**src/rtl/heat_stencil_pipe_if.sv**
```systemverilog
// heat_stencil_pipe_if: node stream into and result stream out of heat_stencil_pipe.
//
// Handshake: a transfer happens on a rising clk edge where valid && ready are
// both 1. A source holds valid and its payload stable until that edge. A sink
// may raise or drop ready at any time. Here in_ready depends only on
// out_valid/out_ready and never on in_valid.
//
// Signals (master = node producer / result consumer, slave = the pipe):
//   in_valid, in_center, in_up, in_down, in_left, in_right, in_tag, in_last -> slave
//   in_ready                                                                 <- slave
//   out_valid, out_center, out_last                                          <- slave
//   out_ready                                                                -> slave
// WIDTH must match the WIDTH of the attached heat_stencil_pipe.
interface heat_stencil_pipe_if #(
  parameter int WIDTH = 32
);
  logic                    in_valid;
  logic                    in_ready;
  logic signed [WIDTH-1:0] in_center;
  logic signed [WIDTH-1:0] in_up;
  logic signed [WIDTH-1:0] in_down;
  logic signed [WIDTH-1:0] in_left;
  logic signed [WIDTH-1:0] in_right;
  logic [1:0]              in_tag;
  logic                    in_last;
  logic                    out_valid;
  logic                    out_ready;
  logic signed [WIDTH-1:0] out_center;
  logic                    out_last;

  modport master (
    output in_valid, in_center, in_up, in_down, in_left, in_right, in_tag, in_last,
    input  in_ready,
    input  out_valid, out_center, out_last,
    output out_ready
  );

  modport slave (
    input  in_valid, in_center, in_up, in_down, in_left, in_right, in_tag, in_last,
    output in_ready,
    output out_valid, out_center, out_last,
    input  out_ready
  );
endinterface

```
**src/rtl/heat_stencil_pipe.sv**
```systemverilog
// heat_stencil_pipe: three-stage pipelined explicit heat-equation node update.
//   new = c + alpha * (up + down + left + right - 4c), signed WIDTH.FRAC fixed
//   point, saturating. A per-node tag selects free / hold / source / sink. A
//   running max of |new - c| is latched at the end of each sweep.
//
// Ports:
//   clk, reset_n  clock, asynchronous active-low reset
//   io            node input stream and result output stream (slave modport)
//   alpha         signed alpha*dt/dx^2, sampled with each accepted node
//   src_value     forced value for source nodes, sampled at accept
//   snk_value     forced value for sink nodes, sampled at accept
//   conv_thresh   unsigned convergence threshold on max_delta
//   sweep_done    one-cycle pulse after the last node of a sweep leaves
//   max_delta     largest |new - c| of the last completed sweep
//   converged     max_delta <= conv_thresh, updated with sweep_done
//
// Every stage moves together (global stall): advance = !out_valid || out_ready.
// A node accepted on edge k is presented on out_* after edge k+2 and is taken
// downstream on edge k+3 at the earliest.
module heat_stencil_pipe #(
  parameter int WIDTH = 32,
  parameter int FRAC  = 27
) (
  input  logic                    clk,
  input  logic                    reset_n,
  heat_stencil_pipe_if.slave      io,
  input  logic signed [WIDTH-1:0] alpha,
  input  logic signed [WIDTH-1:0] src_value,
  input  logic signed [WIDTH-1:0] snk_value,
  input  logic [WIDTH-1:0]        conv_thresh,
  output logic                    sweep_done,
  output logic [WIDTH-1:0]        max_delta,
  output logic                    converged
);
  localparam int LW = WIDTH + 3;      // laplacian width, cannot overflow
  localparam int PW = 2 * WIDTH + 3;  // full product width

  localparam logic [1:0] TAG_FREE = 2'b00;
  localparam logic [1:0] TAG_HOLD = 2'b01;
  localparam logic [1:0] TAG_SRC  = 2'b10;
  localparam logic [1:0] TAG_SNK  = 2'b11;

  localparam logic [WIDTH-1:0] SAT_MAX = {1'b0, {(WIDTH-1){1'b1}}};
  localparam logic [WIDTH-1:0] SAT_MIN = {1'b1, {(WIDTH-1){1'b0}}};

  logic advance;
  assign advance     = !io.out_valid || io.out_ready;
  assign io.in_ready = advance;

  // ---------------- S1: laplacian ----------------
  logic signed [LW-1:0] up_x, dn_x, lf_x, rt_x, c_x, lap_c;
  assign up_x  = {{3{io.in_up[WIDTH-1]}},     io.in_up};
  assign dn_x  = {{3{io.in_down[WIDTH-1]}},   io.in_down};
  assign lf_x  = {{3{io.in_left[WIDTH-1]}},   io.in_left};
  assign rt_x  = {{3{io.in_right[WIDTH-1]}},  io.in_right};
  assign c_x   = {{3{io.in_center[WIDTH-1]}}, io.in_center};
  assign lap_c = up_x + dn_x + lf_x + rt_x - (c_x <<< 2);

  logic                    s1_valid, s1_last;
  logic [1:0]              s1_tag;
  logic signed [WIDTH-1:0] s1_c, s1_alpha, s1_force;
  logic signed [LW-1:0]    s1_lap;

  always_ff @(posedge clk or negedge reset_n) begin
    if (!reset_n) begin
      s1_valid <= 1'b0;
      s1_last  <= 1'b0;
      s1_tag   <= TAG_FREE;
      s1_c     <= '0;
      s1_alpha <= '0;
      s1_force <= '0;
      s1_lap   <= '0;
    end else if (advance) begin
      s1_valid <= io.in_valid;
      s1_last  <= io.in_last;
      s1_tag   <= io.in_tag;
      s1_c     <= io.in_center;
      s1_alpha <= alpha;
      // Only one forced value is ever needed per node, so pick it here.
      s1_force <= (io.in_tag == TAG_SRC) ? src_value : snk_value;
      s1_lap   <= lap_c;
    end
  end

  // ---------------- S2: scaled step ----------------
  logic signed [PW-1:0]    a_x, l_x, prod, step_full;
  logic signed [WIDTH-1:0] step_sat;
  assign a_x       = {{(PW-WIDTH){s1_alpha[WIDTH-1]}}, s1_alpha};
  assign l_x       = {{(PW-LW){s1_lap[LW-1]}}, s1_lap};
  assign prod      = a_x * l_x;
  assign step_full = prod >>> FRAC;  // floor toward -inf

  // In range only when every bit above the WIDTH sign bit is a sign copy.
  always_comb begin
    step_sat = step_full[WIDTH-1:0];
    if (step_full[PW-1:WIDTH-1] != {(PW-WIDTH+1){step_full[PW-1]}})
      step_sat = step_full[PW-1] ? SAT_MIN : SAT_MAX;
  end

  logic                    s2_valid, s2_last;
  logic [1:0]              s2_tag;
  logic signed [WIDTH-1:0] s2_c, s2_force, s2_step;

  always_ff @(posedge clk or negedge reset_n) begin
    if (!reset_n) begin
      s2_valid <= 1'b0;
      s2_last  <= 1'b0;
      s2_tag   <= TAG_FREE;
      s2_c     <= '0;
      s2_force <= '0;
      s2_step  <= '0;
    end else if (advance) begin
      s2_valid <= s1_valid;
      s2_last  <= s1_last;
      s2_tag   <= s1_tag;
      s2_c     <= s1_c;
      s2_force <= s1_force;
      s2_step  <= step_sat;
    end
  end

  // ---------------- S3: sum, tag select, delta ----------------
  logic signed [WIDTH:0] sum_x, diff_x;
  logic [WIDTH:0]        abs_x;
  logic [WIDTH-1:0]      sum_sat, out_sel, delta_c;

  assign sum_x = {s2_c[WIDTH-1], s2_c} + {s2_step[WIDTH-1], s2_step};

  always_comb begin
    sum_sat = sum_x[WIDTH-1:0];
    if (sum_x[WIDTH] != sum_x[WIDTH-1])
      sum_sat = sum_x[WIDTH] ? SAT_MIN : SAT_MAX;
    out_sel = sum_sat;
    case (s2_tag)
      TAG_FREE: out_sel = sum_sat;
      TAG_HOLD: out_sel = s2_c;
      TAG_SRC:  out_sel = s2_force;
      TAG_SNK:  out_sel = s2_force;
      default:  out_sel = sum_sat;
    endcase
  end

  // |out - c| needs WIDTH+1 bits; clip it back into the positive WIDTH range.
  assign diff_x  = {out_sel[WIDTH-1], out_sel} - {s2_c[WIDTH-1], s2_c};
  assign abs_x   = diff_x[WIDTH] ? -diff_x : diff_x;
  assign delta_c = (abs_x[WIDTH:WIDTH-1] != 2'b00) ? SAT_MAX : abs_x[WIDTH-1:0];

  logic [WIDTH-1:0] out_delta;

  always_ff @(posedge clk or negedge reset_n) begin
    if (!reset_n) begin
      io.out_valid  <= 1'b0;
      io.out_center <= '0;
      io.out_last   <= 1'b0;
      out_delta     <= '0;
    end else if (advance) begin
      io.out_valid  <= s2_valid;
      io.out_center <= out_sel;
      io.out_last   <= s2_last;
      out_delta     <= delta_c;
    end
  end

  // ---------------- sweep max-change tracker ----------------
  logic [WIDTH-1:0] acc, acc_next;
  assign acc_next = (out_delta > acc) ? out_delta : acc;

  // Runs on the output handshake only, so stalls and bubbles never count.
  // The last node latches its own delta and clears acc in the same edge, so
  // the first node of the next sweep starts from zero with nothing lost.
  always_ff @(posedge clk or negedge reset_n) begin
    if (!reset_n) begin
      acc        <= '0;
      max_delta  <= '0;
      converged  <= 1'b0;
      sweep_done <= 1'b0;
    end else begin
      sweep_done <= 1'b0;
      if (io.out_valid && io.out_ready) begin
        if (io.out_last) begin
          max_delta  <= acc_next;
          converged  <= (acc_next <= conv_thresh);
          sweep_done <= 1'b1;
          acc        <= '0;
        end else begin
          acc <= acc_next;
        end
      end
    end
  end
endmodule

```
**src/flat_wrapper.sv**
```systemverilog
// flat-port wrapper written by rule: the top's interface ports become plain ports
module heat_stencil_pipe_flat 
#(
  parameter int WIDTH = 32,
  parameter int FRAC  = 27
)
  (clk, reset_n, alpha, src_value, snk_value, conv_thresh, sweep_done, max_delta, converged, io_in_valid, io_in_center, io_in_up, io_in_down, io_in_left, io_in_right, io_in_tag, io_in_last, io_in_ready, io_out_valid, io_out_center, io_out_last, io_out_ready);
  heat_stencil_pipe_if #(.WIDTH(WIDTH)) io_i ();
  input  logic clk;
  input  logic reset_n;
  input  logic signed [WIDTH-1:0] alpha;
  input  logic signed [WIDTH-1:0] src_value;
  input  logic signed [WIDTH-1:0] snk_value;
  input  logic [WIDTH-1:0] conv_thresh;
  output logic sweep_done;
  output logic [WIDTH-1:0] max_delta;
  output logic converged;
  input wire logic [$bits(io_i.in_valid)-1:0] io_in_valid;
  input wire logic [$bits(io_i.in_center)-1:0] io_in_center;
  input wire logic [$bits(io_i.in_up)-1:0] io_in_up;
  input wire logic [$bits(io_i.in_down)-1:0] io_in_down;
  input wire logic [$bits(io_i.in_left)-1:0] io_in_left;
  input wire logic [$bits(io_i.in_right)-1:0] io_in_right;
  input wire logic [$bits(io_i.in_tag)-1:0] io_in_tag;
  input wire logic [$bits(io_i.in_last)-1:0] io_in_last;
  output wire logic [$bits(io_i.in_ready)-1:0] io_in_ready;
  output wire logic [$bits(io_i.out_valid)-1:0] io_out_valid;
  output wire logic [$bits(io_i.out_center)-1:0] io_out_center;
  output wire logic [$bits(io_i.out_last)-1:0] io_out_last;
  input wire logic [$bits(io_i.out_ready)-1:0] io_out_ready;
  assign io_i.in_valid = io_in_valid;
  assign io_i.in_center = io_in_center;
  assign io_i.in_up = io_in_up;
  assign io_i.in_down = io_in_down;
  assign io_i.in_left = io_in_left;
  assign io_i.in_right = io_in_right;
  assign io_i.in_tag = io_in_tag;
  assign io_i.in_last = io_in_last;
  assign io_in_ready = io_i.in_ready;
  assign io_out_valid = io_i.out_valid;
  assign io_out_center = io_i.out_center;
  assign io_out_last = io_i.out_last;
  assign io_i.out_ready = io_out_ready;
  heat_stencil_pipe #(.WIDTH(WIDTH), .FRAC(FRAC)) u_core (.clk(clk), .reset_n(reset_n), .io(io_i), .alpha(alpha), .src_value(src_value), .snk_value(snk_value), .conv_thresh(conv_thresh), .sweep_done(sweep_done), .max_delta(max_delta), .converged(converged));
endmodule
```
**config.mk**
```make
export PLATFORM = sky130hd
export DESIGN_NAME = heat_stencil_pipe_flat
export DESIGN_NICKNAME = d
export VERILOG_FILES = /design/src/rtl/heat_stencil_pipe_if.sv /design/src/rtl/heat_stencil_pipe.sv /design/src/flat_wrapper.sv
export SDC_FILE = /design/constraint.sdc
export NUM_CORES = 2
export LEC_CHECK = 0
export CELL_PAD_IN_SITES_DETAIL_PLACEMENT = 0
export CELL_PAD_IN_SITES_GLOBAL_PLACEMENT = 2
export CORE_MARGIN = 1
export CORE_UTILIZATION = 40
export CTS_BUF_LIST = sky130_fd_sc_hd__clkbuf_4 sky130_fd_sc_hd__clkbuf_8
export CTS_CLUSTER_SIZE = 14
export DETAILED_ROUTE_END_ITERATION = 8
export PLACE_DENSITY_LB_ADDON = 0.25
export SYNTH_ARGS = -nofsm -noshare
export SYNTH_HDL_FRONTEND = slang
export SYNTH_SLANG_ARGS = --single-unit
```
**constraint.sdc**
```tcl
create_clock -name clk -period 11.4 [get_ports clk]
set_input_delay 2.28 -clock clk [delete_from_list [all_inputs] [get_ports clk]]
set_output_delay 2.28 -clock clk [all_outputs]
set_load 0.05 [all_outputs]
```
## Word level (Yosys, flattened, before mapping)

Index checks and enable logic that the tools add are counted.

| operators by class | value |
|---|---|
| eq/ne operators | 6 |
| mux-type cells | 12 |
| $add $sub $neg | 7 |
| order comparisons | 2 |
| $mul | 1 |
| reduce and logical (&&, ||, !) cells | 7 |

Operators with widths:

| operator | count |
|---|---|
| $mux W32 | 8 |
| $pmux W32 S3 | 1 |
| $mul A32 B35 Y67 | 1 |
| $add A32 B32 Y33 | 2 |
| $add A35 B32 Y35 | 1 |
| $sub A35 B34 Y35 | 1 |
| $add A33 B32 Y34 | 1 |
| $mux W33 | 1 |
| $neg A33 Y33 | 1 |
| $sub A32 B32 Y33 | 1 |
| $gt A32 B32 Y1 | 1 |
| $le A32 B32 Y1 | 1 |
| $ne A8 B8 Y1 | 1 |
| $eq A2 B2 Y1 const B | 3 |
| $eq A2 B1 Y1 const B | 1 |
| $logic_not A2 Y1 | 1 |
| $mux W1 | 2 |
| $reduce_and A2 Y1 | 1 |
| $reduce_bool A2 Y1 | 1 |
| $reduce_or A2 Y1 | 1 |
| $logic_and A1 B1 Y1 | 1 |
| $logic_not A1 Y1 | 1 |
| $logic_or A1 B1 Y1 | 1 |
| $ne A1 B1 Y1 | 1 |

| word-level totals | value |
|---|---|
| flip-flop bits (word level) | 367 |

## Longest topological paths before layout

| logic depth | value |
|---|---|
| depth after elaboration | 9 |
| depth in mapped cells | 34 |
| depth with buffers taken out | 31 |

## Least setup slack after synthesis

OpenSTA, ideal clock, no wires.

| timing | value |
|---|---|
| path type | reg2reg |
| start | reg u_core.s1_alpha[5] |
| end | reg u_core.s2_step[0] |
| stages on the path, launching flop included | 31 |
| data required time | 11270 ps |
| setup slack | 2852 ps |
| arrival | 8418 ps |
| setup time | 130 ps |
| buffers on the path | 3 |
| cell sequence | dfrtp_1 -> clkbuf_1 -> clkbuf_1 -> nand2_1 -> inv_1 -> fa_1 -> inv_1 -> fa_1 -> inv_1 -> fa_1 -> fa_1 -> inv_1 -> fa_1 -> inv_1 -> fa_1 -> fa_1 -> fa_1 -> ha_1 -> nand4_1 -> or3b_1 -> and2_1 -> a2bb2oi_1 -> o21ai_1 -> a31oi_2 -> o31ai_1 -> xnor2_1 -> nor2_1 -> and4_1 -> mux2i_1 -> buf_2 -> o22ai_1 |

| between the ends | value |
|---|---|
| word-level cells in the longest chain between the ends | 3 |
| elaborated cells on any way between the ends | 4 |

Ends and longest elaborated chain:

| what | RTL line | RTL |
|---|---|---|
| start: declaration | heat_stencil_pipe.sv:61 | `logic signed [WIDTH-1:0] s1_c, s1_alpha, s1_force;` |
| start signal: assignment | heat_stencil_pipe.sv:78 | `s1_alpha <= alpha;` |
| $mul A32 B35 Y67 * | heat_stencil_pipe.sv:90 | `assign prod = a_x * l_x;` |
| $ne A8 B8 Y1 or $mux W32 (tied branches) | heat_stencil_pipe.sv:96, heat_stencil_pipe.sv:97 |  |
| $mux W32 * | heat_stencil_pipe.sv:96 | `if (step_full[PW-1:WIDTH-1] != {(PW-WIDTH+1){step_full[PW-1]}})` |
| end signal: assignment | heat_stencil_pipe.sv:118 | `s2_step <= step_sat;` |
| end: declaration | heat_stencil_pipe.sv:102 | `logic signed [WIDTH-1:0] s2_c, s2_force, s2_step;` |

Mark *: on every way between the ends. The rest lies on a longest branch, timed or not.
A chain may end at the register's enable or synchronous reset.

## Worst setup path after layout

| timing | value |
|---|---|
| start | reg u_core.s1_alpha[3] |
| end | reg u_core.s2_step[30] |

Same word-level chain as after synthesis.

==> results_dict.tcl <==
set metrics [dict create \
    status "finished clean" \
    die_x_um 399 \
    avgSynthCellArea_um2 9.27 \
    crit_slowest_cell "fa_1" \
    post-place-ws_ns 1.48 \
    drcViolationCount 0 \
    postCtsHoldBufs 0 \
    yosysTopAreaCell "fa_1" \
    vias 47500 \
    die_h_um 399 \
    grt_pass1_wl_um 320000 \
    portBuffers 363 \
    yosys-top-cells-area "fa_1 39%, dfrtp_1 15%, ha_1 7.6%, inv_1 7.3%, nand2_1 5.6%" \
    cts-root-buf "clkbuf_8" \
    worst_setup_path_end_kind "register" \
    final_util_pct 45.3 \
    std_cell_rows 145 \
    synth_seq_area_share_pct 14.5 \
    tightest_slew_ns 1.27 \
    post_cts_buffers 0 \
    synth_nets 8728 \
    grt_pass1_vias 50900 \
    path_max_fanout 31 \
    cp-start-kind "register" \
    dp_hpwl_um 169000 \
    crit_top_cell "fa_1" \
    async_reset_ff_share_pct 100 \
    nets 8942 \
    tritoncts.num_buffers 75 \
    drt_wl_total_um 207000 \
    vias_per_cell 5.19 \
    cts_resized 0 \
    grt_max_degree 122 \
    antenna_found_initial 16 \
    core_area_um2 157000 \
    gp_congestion 0.909 \
    clk_pin_slew_ns 0.07 \
    cts_htree_levels 3 \
    hold_viol 0 \
    post-route-period-util_pct 86.9 \
    drt_first_pass_iters 5 \
    cp.required_ns 11.97 \
    grt_usage_pct 26.9 \
    io_pins 364 \
    critical_path_arrival_ns 10.48 \
    rsz0062_at_grt "false" \
    drt_iter0_markers 2927 \
    antenna_left 0 \
    ys_types 82 \
    grt-ovfl-total 0 \
    clock.fmax_ghz 0.101 \
    cap_violations 0 \
    critPathKind "reg2reg" \
    hold_class "reg2reg" \
    fp.dieArea_um2 159000 \
    syn_area_um2 63200 \
    layout-drive-gt1-share_pct 5.85 \
    start_util_pct 40.3 \
    clock_sinks 367 \
    yosysWarnings 0 \
    slew_headroom_pct 14.7 \
    skew_ns 0.0969 \
    cts_tree "yes" \
    ys_ff_latch 367 \
    ys.flop_type "dfrtp_1" \
    synth_edf_count 0 \
    max_stage_delay_ns 0.95 \
    synthMostInstantiatedCell "fa_1" \
    wl_per_cell_um 22.6 \
    syn2layout_area_growth_pct 12.2 \
    synthCells 6813 \
    synth_commonest_cells "1238 x fa_1, 1229 x inv_1, 945 x nand2_1, 566 x and2_1, 382 x ha_1" \
    yosysTopAreaCellShare_pct 39.2 \
    period_needed_ns 9.91 \
    setup-tns-final_ns 0 \
    clockBufferDepth 3 \
    clk_latency_ns 0.80 \
    maxSlewViolCount 0 \
    setup_ws_ns 1.49 \
    setup_viol 0 \
]
worst paths after layout:
check	from	to	slack, ns	cells after the start
max in group asynchronous	reset_n	u_core.s1_lap[23]$_DFFE_PN0P_	7.47	3
worst min register to register	u_core.s1_force[5]$_DFFE_PN0P_	u_core.s2_force[5]$_DFFE_PN0P_	0.45	2
min in group asynchronous	reset_n	u_core.max_delta[19]$_DFFE_PN0P_	1.54	1
worst min-delay path	u_core.s1_force[5]$_DFFE_PN0P_	u_core.s2_force[5]$_DFFE_PN0P_	0.45	2
worst max register to register	u_core.s1_alpha[3]$_DFFE_PN0P_	u_core.s2_step[30]$_DFFE_PN0P_	1.49	25
worst max-delay path	u_core.s1_alpha[3]$_DFFE_PN0P_	u_core.s2_step[30]$_DFFE_PN0P_	1.49	25
placed cells by master, fill, tap and decap left out, types with 37 or more instances in the layout:
| cell type | instances |
|---|---|
| o21a_1 | 38 |
| nand2_1 | 945 |
| dfrtp_1 | 359 |
| and2_1 | 566 |
| a21o_1 | 102 |
| xnor2_1 | 108 |
| clkdlybuf4s50_1 | 362 |
| buf_4 | 112 |
| nand3_1 | 37 |
| fa_1 | 1238 |
| a21oi_1 | 237 |
| nand4_1 | 42 |
| nor2_1 | 249 |
| clkbuf_8 | 100 |
| mux2_2 | 91 |
| ha_1 | 382 |
| xor2_1 | 74 |
| inv_1 | 1228 |
| o22ai_1 | 53 |
| o21ai_0 | 262 |
through the flow:
stage	std cells	hold WS (ns)	area [um2]
after floorplan	6813	0.430	63200
after global placement	9008	0.451	69000
after detailed placement	9008	0.457	69000
after CTS	9146	0.440	70800
after global routing	9148	0.472	70800
final	9157	0.454	70900
area by class of cell:
cell class / count / area (um2)
antenna: 11 / 27.5
clock buffer: 115 / 1490
clock inverter: 23 / 345
fill: 15500 / 85700
inverter: 1229 / 4620
multi-input combinational: 4877 / 48100
sequential: 367 / 9190
tap: 2058 / 2570
timing repair buffer: 477 / 4520
cells by family after synthesis:
kind of cell             share of synthesized area (%)
multiplexers                                      2.19
AO/OA/AOI/OAI                                     9.43
AND/OR/NAND/NOR                                   15.1
adder cells (fa/ha/maj)                           46.8
flip-flops                                        14.5
buffers and inverters                             9.39
XOR/XNOR                                          2.52
routing by layer:
| metal | vias up | GRT usage [%] | share of wire [%] |
|---|---|---|---|
| li1 | 21500 | - | - |
| met1 | 24600 | 37.1 | 45 |
| met2 | 1171 | 44.9 | 48 |
| met3 | 192 | 3.58 | 5.3 |
| met4 | 16 | 5.96 | 2.1 |
| met5 | - | 0 | 0.054 |
critical path: cells and delay by family (launching register included):
kind	cells	cell delay (ns)
flops	1	0.77
xor+xnor	1	0.37
fa+ha+maj	9	4.83
compound gates	6	1.24
buf+inv	4	1.03
mux	1	0.25
simple gates	4	1.15
registers in the layout, summed over array words and instances (netlist names):
| name | cells |
|---|---|
| u_core.s2_c | 32 |
| u_core.s1_force | 32 |
| u_core.out_delta | 32 |
| u_core.s1_lap | 35 |
| u_core.io.out_center | 32 |
| u_core.converged | 1 |
| u_core.s2_tag | 2 |
| u_core.s1_last | 1 |
| u_core.io.out_valid | 1 |
| u_core.acc | 32 |
| u_core.s1_alpha | 32 |
| u_core.s1_valid | 1 |
| u_core.io.out_last | 1 |
| u_core.s2_force | 32 |
| u_core.max_delta | 32 |
| u_core.s1_c | 32 |
| u_core.s2_valid | 1 |
| u_core.s1_tag | 2 |
| u_core.s2_last | 1 |
| u_core.s2_step | 32 |
| u_core.sweep_done | 1 |
Power is left out: the tool's default activity adds up to more than one toggle a clock period on the data nets, which glitch-free logic cannot reach.
